==> src/rtl/rom_load_seq.sv <==
// ROM download sequencer: routes the HPS ioctl byte stream to one-hot ROM regions
// and holds the game core in reset across loads and reset requests.
module rom_load_seq #(
    parameter logic [7:0]  IDX  = 8'd0,
    parameter logic [24:0] END0 = 25'h0C000,
    parameter logic [24:0] END1 = 25'h0E000,
    parameter logic [24:0] END2 = 25'h1A000,
    parameter logic [24:0] END3 = 25'h2A000,
    parameter logic [15:0] HOLD = 16'd1024
) (
    input  logic        clk_sys,
    input  logic        reset_n,
    input  logic        ioctl_download,
    input  logic        ioctl_wr,
    input  logic [24:0] ioctl_addr,
    input  logic [7:0]  ioctl_dout,
    input  logic [7:0]  ioctl_index,
    input  logic        rst_req,
    output logic [24:0] rom_addr,
    output logic [7:0]  rom_data,
    output logic        rom_we,
    output logic [3:0]  rom_sel,
    output logic        core_reset,
    output logic        load_ok,
    output logic        load_short,
    output logic        load_ovf
);

    typedef enum logic [1:0] {
        S_IDLE,
        S_LOAD,
        S_HOLD,
        S_RUN
    } state_t;

    state_t      state_q;
    logic        dl_q;
    logic [15:0] hcnt_q;
    logic [24:0] bcnt_q, bcnt_d;
    logic [24:0] rom_addr_q;
    logic [7:0]  rom_data_q;
    logic        rom_we_q;
    logic [3:0]  rom_sel_q, sel_d;
    logic        core_reset_q;
    logic        load_ok_q, load_short_q, load_ovf_q, ovf_d;

    logic idx_ok, dl_rise, dl_fall, wr_hit, in_rng, hold_done;

    assign idx_ok    = (ioctl_index == IDX);
    assign dl_rise   = ioctl_download & ~dl_q & idx_ok;
    assign dl_fall   = ~ioctl_download & dl_q;
    assign wr_hit    = (state_q == S_LOAD) & ioctl_wr & idx_ok;
    assign in_rng    = (ioctl_addr < END3);
    assign hold_done = ({1'b0, hcnt_q} + 17'd1) >= {1'b0, HOLD};
    assign ovf_d     = load_ovf_q | (wr_hit & ~in_rng);

    always_comb begin
        bcnt_d = bcnt_q;
        if (wr_hit && in_rng && (bcnt_q < END3))
            bcnt_d = bcnt_q + 25'd1;
    end

    always_comb begin
        sel_d = 4'b0000;
        unique case (1'b1)
            (ioctl_addr < END0):                        sel_d = 4'b0001;
            (ioctl_addr >= END0 && ioctl_addr < END1):  sel_d = 4'b0010;
            (ioctl_addr >= END1 && ioctl_addr < END2):  sel_d = 4'b0100;
            (ioctl_addr >= END2 && ioctl_addr < END3):  sel_d = 4'b1000;
            default:                                    sel_d = 4'b0000;
        endcase
    end

    // dl_q resets high so a stream still running across reset needs a fresh rise
    always_ff @(posedge clk_sys or negedge reset_n) begin
        if (!reset_n) begin
            state_q      <= S_IDLE;
            dl_q         <= 1'b1;
            hcnt_q       <= '0;
            bcnt_q       <= '0;
            rom_addr_q   <= '0;
            rom_data_q   <= '0;
            rom_we_q     <= 1'b0;
            rom_sel_q    <= 4'b0000;
            core_reset_q <= 1'b1;
            load_ok_q    <= 1'b0;
            load_short_q <= 1'b0;
            load_ovf_q   <= 1'b0;
        end else begin
            dl_q     <= ioctl_download;
            rom_we_q <= 1'b0;
            case (state_q)
                S_IDLE, S_HOLD: begin
                    if (dl_rise) begin
                        state_q      <= S_LOAD;
                        core_reset_q <= 1'b1;
                        bcnt_q       <= '0;
                        load_ok_q    <= 1'b0;
                        load_short_q <= 1'b0;
                        load_ovf_q   <= 1'b0;
                    end else if (rst_req) begin
                        hcnt_q <= '0;
                    end else if (hold_done) begin
                        state_q      <= S_RUN;
                        core_reset_q <= 1'b0;
                        hcnt_q       <= '0;
                    end else begin
                        hcnt_q <= hcnt_q + 16'd1;
                    end
                end
                S_RUN: begin
                    if (dl_rise) begin
                        state_q      <= S_LOAD;
                        core_reset_q <= 1'b1;
                        bcnt_q       <= '0;
                        load_ok_q    <= 1'b0;
                        load_short_q <= 1'b0;
                        load_ovf_q   <= 1'b0;
                    end else if (rst_req) begin
                        state_q      <= S_HOLD;
                        core_reset_q <= 1'b1;
                        hcnt_q       <= '0;
                    end
                end
                S_LOAD: begin
                    if (wr_hit) begin
                        if (in_rng) begin
                            rom_we_q   <= 1'b1;
                            rom_addr_q <= ioctl_addr;
                            rom_data_q <= ioctl_dout;
                            rom_sel_q  <= sel_d;
                        end else begin
                            rom_sel_q <= 4'b0000;
                        end
                    end
                    bcnt_q     <= bcnt_d;
                    load_ovf_q <= ovf_d;
                    // status uses this cycle's write so a write on the fall edge counts
                    if (dl_fall) begin
                        state_q      <= S_HOLD;
                        hcnt_q       <= '0;
                        load_ok_q    <= (bcnt_d == END3) && !ovf_d;
                        load_short_q <= (bcnt_d < END3);
                    end
                end
                default: begin
                    state_q      <= S_IDLE;
                    core_reset_q <= 1'b1;
                    hcnt_q       <= '0;
                end
            endcase
        end
    end

    assign rom_addr   = rom_addr_q;
    assign rom_data   = rom_data_q;
    assign rom_we     = rom_we_q;
    assign rom_sel    = rom_sel_q;
    assign core_reset = core_reset_q;
    assign load_ok    = load_ok_q;
    assign load_short = load_short_q;
    assign load_ovf   = load_ovf_q;

endmodule
==> config.mk <==
export PLATFORM = sky130hd
export DESIGN_NAME = rom_load_seq
export DESIGN_NICKNAME = d
export VERILOG_FILES = /design/src/rtl/rom_load_seq.sv
export SDC_FILE = /design/constraint.sdc
export NUM_CORES = 1
export LEC_CHECK = 0
export CORE_AREA = 3 3 79 119
export DETAILED_ROUTE_END_ITERATION = 8
export DIE_AREA = 0 0 82 122
export MAX_ROUTING_LAYER = met4
export PLACE_DENSITY_LB_ADDON = 0.25
export SYNTH_ARGS = -nofsm -noshare
export SYNTH_HDL_FRONTEND = slang
export SYNTH_SLANG_ARGS = --single-unit
==> constraint.sdc <==
create_clock -name clk_sys -period 2.59 [get_ports clk_sys]
set_input_delay 0.777 -clock clk_sys [delete_from_list [all_inputs] [get_ports clk_sys]]
set_output_delay 0.777 -clock clk_sys [all_outputs]
set_load 0.05 [all_outputs]
# Word-level counts from Yosys, hierarchy flattened
# Cells that the tools add are included.
# W data, S select, Z words.
[op_classes]
add_sub_neg = 3
n_lt_le_gt_ge = 10
n_eq_ne = 12
muxes = 34
bitwise = 10
reduce_logical = 18
[ops]
columns = ["cell", "n"]
rows = [
  ["$mux W16", 6],
  ["$lt A25 B18 Y1 const B", 3],
  ["$ge A25 B16 Y1 const B", 2],
  ["$lt A25 B16 Y1 const B", 2],
  ["$mux W25", 2],
  ["$pmux W25 S2", 1],
  ["$pmux W16 S3", 1],
  ["$add A25 B1 Y25 const B", 1],
  ["$eq A25 B18 Y1 const B", 1],
  ["$ge A25 B17 Y1 const B", 1],
  ["$lt A25 B17 Y1 const B", 1],
  ["$add A16 B1 Y17 const B", 1],
  ["$ge A17 B11 Y1 const B", 1],
  ["$add A16 B1 Y16 const B", 1],
  ["$pmux W4 S4", 1],
  ["$mux W2", 6],
  ["$reduce_and A4 Y1", 3],
  ["$mux W1", 11],
  ["$ne A3 B3 Y1 const B", 3],
  ["$logic_not A8 Y1", 1],
  ["$ne A2 B2 Y1 const B", 4],
  ["$pmux W1 S2", 4],
  ["$and A1 B1 Y1", 6],
  ["$logic_and A1 B1 Y1", 6],
  ["14 further kinds", 18],
]
[totals]
ff_bits = 86
in_bits = 46
out_inout_bits = 42
wordCells = 99

# Logic depth before layout (Yosys ltp)
[depth]
depth_word = 10
depth_mapped = 9
ltp_nobuf = 8

# Worst setup path after synthesis
# OpenSTA, ideal clock, no wires.
[synth_path]
kind = "input port to flip-flop"
start = "input port ioctl_index[5]"
end = "register rom_addr_q[0] (netlist: rom_addr[0])"
setup_time_ps = 128
arrival_ps = 2368
required_ps = 2462
slack_ps = 95
stages = 6
n_path_buf = 2
cell_sequence = "nor4_4 -> nand3_2 -> buf_2 -> nor2_2 -> buf_2 -> mux2_1"
[synth_via]
elab_chain_cells = 3
[synth_lines]
columns = ["element", "line", "source"]
rows = [
  ["start: declaration", "17", "input logic [7:0] ioctl_index,"],
  ["$logic_not A8 Y1", "49", "assign idx_ok = (ioctl_index == IDX);"],
  ["$and A1 B1 Y1", "52", "assign wr_hit = (state_q == S_LOAD) & ioctl_wr & idx_ok;"],
  ["$reduce_and A3 Y1 (no source line)", "n/a", ""],
  ["end signal: assignment", "129", "rom_addr_q <= ioctl_addr;"],
  ["end: declaration", "40", "logic [24:0] rom_addr_q;"],
]
# Every way passes these cells.
# A chain may end at the register's enable or synchronous reset.

# Final worst setup path
[layout_path]
start = "input port ioctl_addr[20]"
end = "register load_short_q (netlist: load_short)"
[layout_via]
elab_chain_cells = 7
[layout_lines]
columns = ["element", "line", "source"]
rows = [
  ["start: declaration", "15", "input logic [24:0] ioctl_addr,"],
  ["$lt A25 B18 Y1", "53", "assign in_rng = (ioctl_addr < END3);"],
  ["$logic_and A1 B1 Y1 (2 in a row)", "59", "if (wr_hit && in_rng && (bcnt_q < END3))"],
  ["$mux W25", "59", ""],
  ["$lt A25 B18 Y1", "143", "load_short_q <= (bcnt_d < END3);"],
  ["$mux W1", "139", "if (dl_fall) begin"],
  ["$pmux W1 S2", "92", "case (state_q)"],
  ["end signal: assignment", "143", ""],
  ["end: declaration", "45", "logic load_ok_q, load_short_q, load_ovf_q, ovf_d;"],
]
# Every way passes these cells. The select of a mux whose other input is x is not followed.

==> flow_summary.toml <==
[routing]
routed_via_density = 5.77
drt_pre_antenna_iters = 4
postRouteAntennaNets = 0
wirelength_um = 11100
avgRoutedWirePerCell_um = 17.2
remaining_drc_errors = 0
vias = 3719
drtIter0Drc = 365

[timing]
relSlewSlack_pct = 56.6
worst_slew_pin_slew_ns = 0.651
setup_viol = 0
hold_violations = 0
fin_crit_sh_pct = 98.0
fin_skew_ns = 0.00532
drv_slew = 0
fmax_mhz = 394
grt_setup_unrepaired = "yes"
whs_ns = 0.461
final.min_clock_period_ns = 2.54
fin_setup_tns_ns = 0
setup_ws_ns = 0.0521

[clocking]
ctsHoldBuffers = 0
cts_root_buf = "clkbuf_16"
insertion_delay_ns = 0.34
cts.sinks = 86
clk_pin_slew_worst_paths_ns = 0.06
cts_tree = "yes"
cts-buffers-inserted = 9
clk_path_buf_depth = 2
h-tree-depth = 3

[critical_path]
cp_max_fo = 4
cp_common_cell = "buf_4"
critPathBufInv = 3
cp.depth = 10
startpoint = "ioctl_addr[20]"
critPathSlowestCell = "clkdlybuf4s50_1"
crit_family = "simple AND/OR/NAND/NOR gates"
endpoint_kind = "flip-flop"
crit_path_max_incr_delay_ns = 0.44
crit_chain = "clkdlybuf4s50_1 -> nor4_4 -> buf_4 -> buf_4 -> o211ai_2 -> nor4_2 -> xnor2_1 -> nor2b_1 -> o21ai_1 -> nand3_1"
r2r-start = "bcnt_q[23]$_DFFE_PN0P_"
rr_endpoint = "load_ok$_DFFE_PN0P_"
arrival_ns = 2.76
cp-endpoint = "load_short$_DFFE_PN0P_"
r2r_slack_ns = 0.29
worstSetupStartpointType = "primary input"
ff2ff_path_depth = 8
cp.required_ns = 2.81
critPathKind = "primary input to flip-flop"

[pwr]
switching_power_w = 0.000841
pwr-share-comb_pct = 15.8
power_density_nw_per_um2 = 540
vdd_ir_drop_max_mv = 0.365
p_int_w = 0.00247
p_sw_share_pct = 25.4
clockPowerShare_pct = 40.9
p_leak_nw = 2.80
seq_power_share_pct = 43.3

[final_layout]
multiInputGateArea_um2 = 2160
diodes = 0
fin_area_um2 = 6130
fin_nets = 583
seqCellArea_um2 = 2150
area_growth_syn_to_layout_pct = 43.7
drive_above_1_share_pct = 20.3
fillCellCount = 615
fin_cells = 645

[floorplan]
rows = 41
io_pins = 88
start_util_pct = 50.7
floorplan.core_area_um2 = 8410
die_area_um2 = 10000
fp.dieW_um = 82
die_h_um = 122

[global_routing]
overflow = 0
grt_pass1_wl_um = 18600
antenna_found_initial = 0
grt_max_degree = 50
grt_pass1_vias = 3797
grt_util_all_layers_pct = 24.9

[synthesis]
yosys_warnings = 0
synth_flop_cell = "dfrtp_1"
synth-seq-cells = 86
synth.avg_cell_area_um2 = 10.9
synth_area_um2 = 4270
post_synth_num_cell_types = 57
netlist_instances = 390
synthArstFlopShare_pct = 100
synth-edff-count = 0
seq_area_frac_synth_pct = 50.5
synth_nets = 439

[place]
place_hpwl_um = 8020
io_buffers = 87
place_ws_ns = -0.435
place_congestion = 0.941
place_area_um2 = 5580
dp.cells = 617

[min_path]
timing.hold.worst.class = "primary input to asynchronous set/reset pin"

[status]
outcome = "completed"

[flow_run]
drv_cap = 0
[registers in the layout (all words and copies together), names as in the netlist]
name and count:
rom_sel 4, state_q 2, load_ovf 1, core_reset 1, bcnt_q 25, rom_addr 25
rom_data 8, rom_we 1, load_short 1, hcnt_q 16, load_ok 1, dl_q 1
[timing repair]
action	CTS	global route
endpoints found under the setup margin	2	42
buffers inserted	4	8
gates resized for setup	7	25
cloned	1	0
pin swaps	6	17
[final cells by class]
| type | instances | area share (%) |
|---|---|---|
| Inverter | 5 | 0.306 |
| Multi-Input combinational cell | 286 | 35.2 |
| Sequential cell | 86 | 35.1 |
| Clock buffer | 11 | 3.80 |
| Clock inverter | 4 | 1.18 |
| Timing Repair Buffer | 146 | 22.2 |
| Tap cell | 107 | 2.18 |
[placed cells by master, fill, tap and decap left out, types with 3 or more instances in the layout]
cell type        netlist  final
nand2_1               34     34
mux2i_1                6      6
and4_1                 5      4
nand2b_1               3      3
inv_1                  5      5
a31oi_1               13     13
nor2_1                12     11
o31ai_1                3      3
clkbuf_16              0      9
nor2b_1               16     16
ha_1                   3      3
and3_1                12     11
dlymetal6s2s_1         0     10
mux2_1                26     25
o21ai_0               10      9
a22o_1                 3      3
nor3_1                 4      3
nand4_1               11     11
buf_4                  0     58
nand3_1               22     21
and2_1                13     13
a21oi_1               20     20
dfrtp_1               84     84
nor4_2                 2      3
xnor2_1                6      5
o21ai_1               17     17
nor4_4                 6      8
clkdlybuf4s50_1        0     76
[worst min-delay path by stage]
stage / from / end / slack (ns) / cells past startpoint
detailed placement: rom_sel[1]$_DFFE_PN0P_ / rom_sel[1]$_DFFE_PN0P_ / 0.47 / 2
floorplan: bcnt_q[8]$_DFFE_PN0P_ / bcnt_q[8]$_DFFE_PN0P_ / 0.45 / 1
global route: rom_sel[1]$_DFFE_PN0P_ / rom_sel[1]$_DFFE_PN0P_ / 0.49 / 2
finish: reset_n / rom_addr[2]$_DFFE_PN0P_ / 0.46 / 1
global placement: rom_sel[2]$_DFFE_PN0P_ / rom_sel[2]$_DFFE_PN0P_ / 0.46 / 2
CTS: reset_n / rom_addr[2]$_DFFE_PN0P_ / 0.48 / 1
[cell families after synthesis]
| family | synth area share [%] |
|---|---|
| AOI/OAI and AO/OA | 12.8 |
| xor gates and xnor gates | 1.44 |
| adders and majority gates | 0.880 |
| buffers and inverters | 2.02 |
| DFF | 50.5 |
| muxes | 8.53 |
| and+or+nand+nor | 23.8 |
[metal layers]
layer	GRT usage, %	wire length [µm]	vias up
met2	42.4	6060	104
li1	-	-	1728
met3	2.96	396	20
met5	-	0	-
met4	10.7	242	0
met1	29.3	4410	1867
[cells in the mapped netlist, types with 3 or more instances]
cell	n	area share (%)
dfrtp_1	84	49
nand2_1	34	3.0
mux2_1	26	6.9
nand3_1	22	2.6
a21oi_1	20	2.3
o21ai_1	17	2.0
nor2b_1	16	2.3
a31oi_1	13	1.9
and2_1	13	1.9
and3_1	12	1.8
nor2_1	12	1.1
nand4_1	11	1.6
o21ai_0	10	1.2
buf_2	6	0.70
clkbuf_1	6	0.53
mux2i_1	6	1.4
nor4_4	6	3.0
xnor2_1	6	1.2
and4_1	5	1.0
inv_1	5	0.44
nor3_1	4	0.47
nor4_1	4	0.59
a22o_1	3	0.62
ha_1	3	0.88
nand2b_1	3	0.44
o31ai_1	3	0.53
[through the flow]
step	util [%]	total power, W
3_3_place_gp	66.3	0.00196
5_1_grt	72.9	0.00344
4_1_cts	71.0	0.00332
3_5_place_dp	66.3	0.00197
6_report	72.9	0.00331
2_1_floorplan	-	0.00172
[power by group through the flow]
stage	logic [W]	clock network, W	registers [W]
after floorplan	0.000227	0	0.00149
after CTS	0.000519	0.00137	0.00143
after global routing	0.000574	0.00142	0.00144
after detailed placement	0.000510	0	0.00146
final	0.000522	0.00135	0.00143
after global placement	0.000500	0	0.00146
Power figures use the tool's default switching activity.
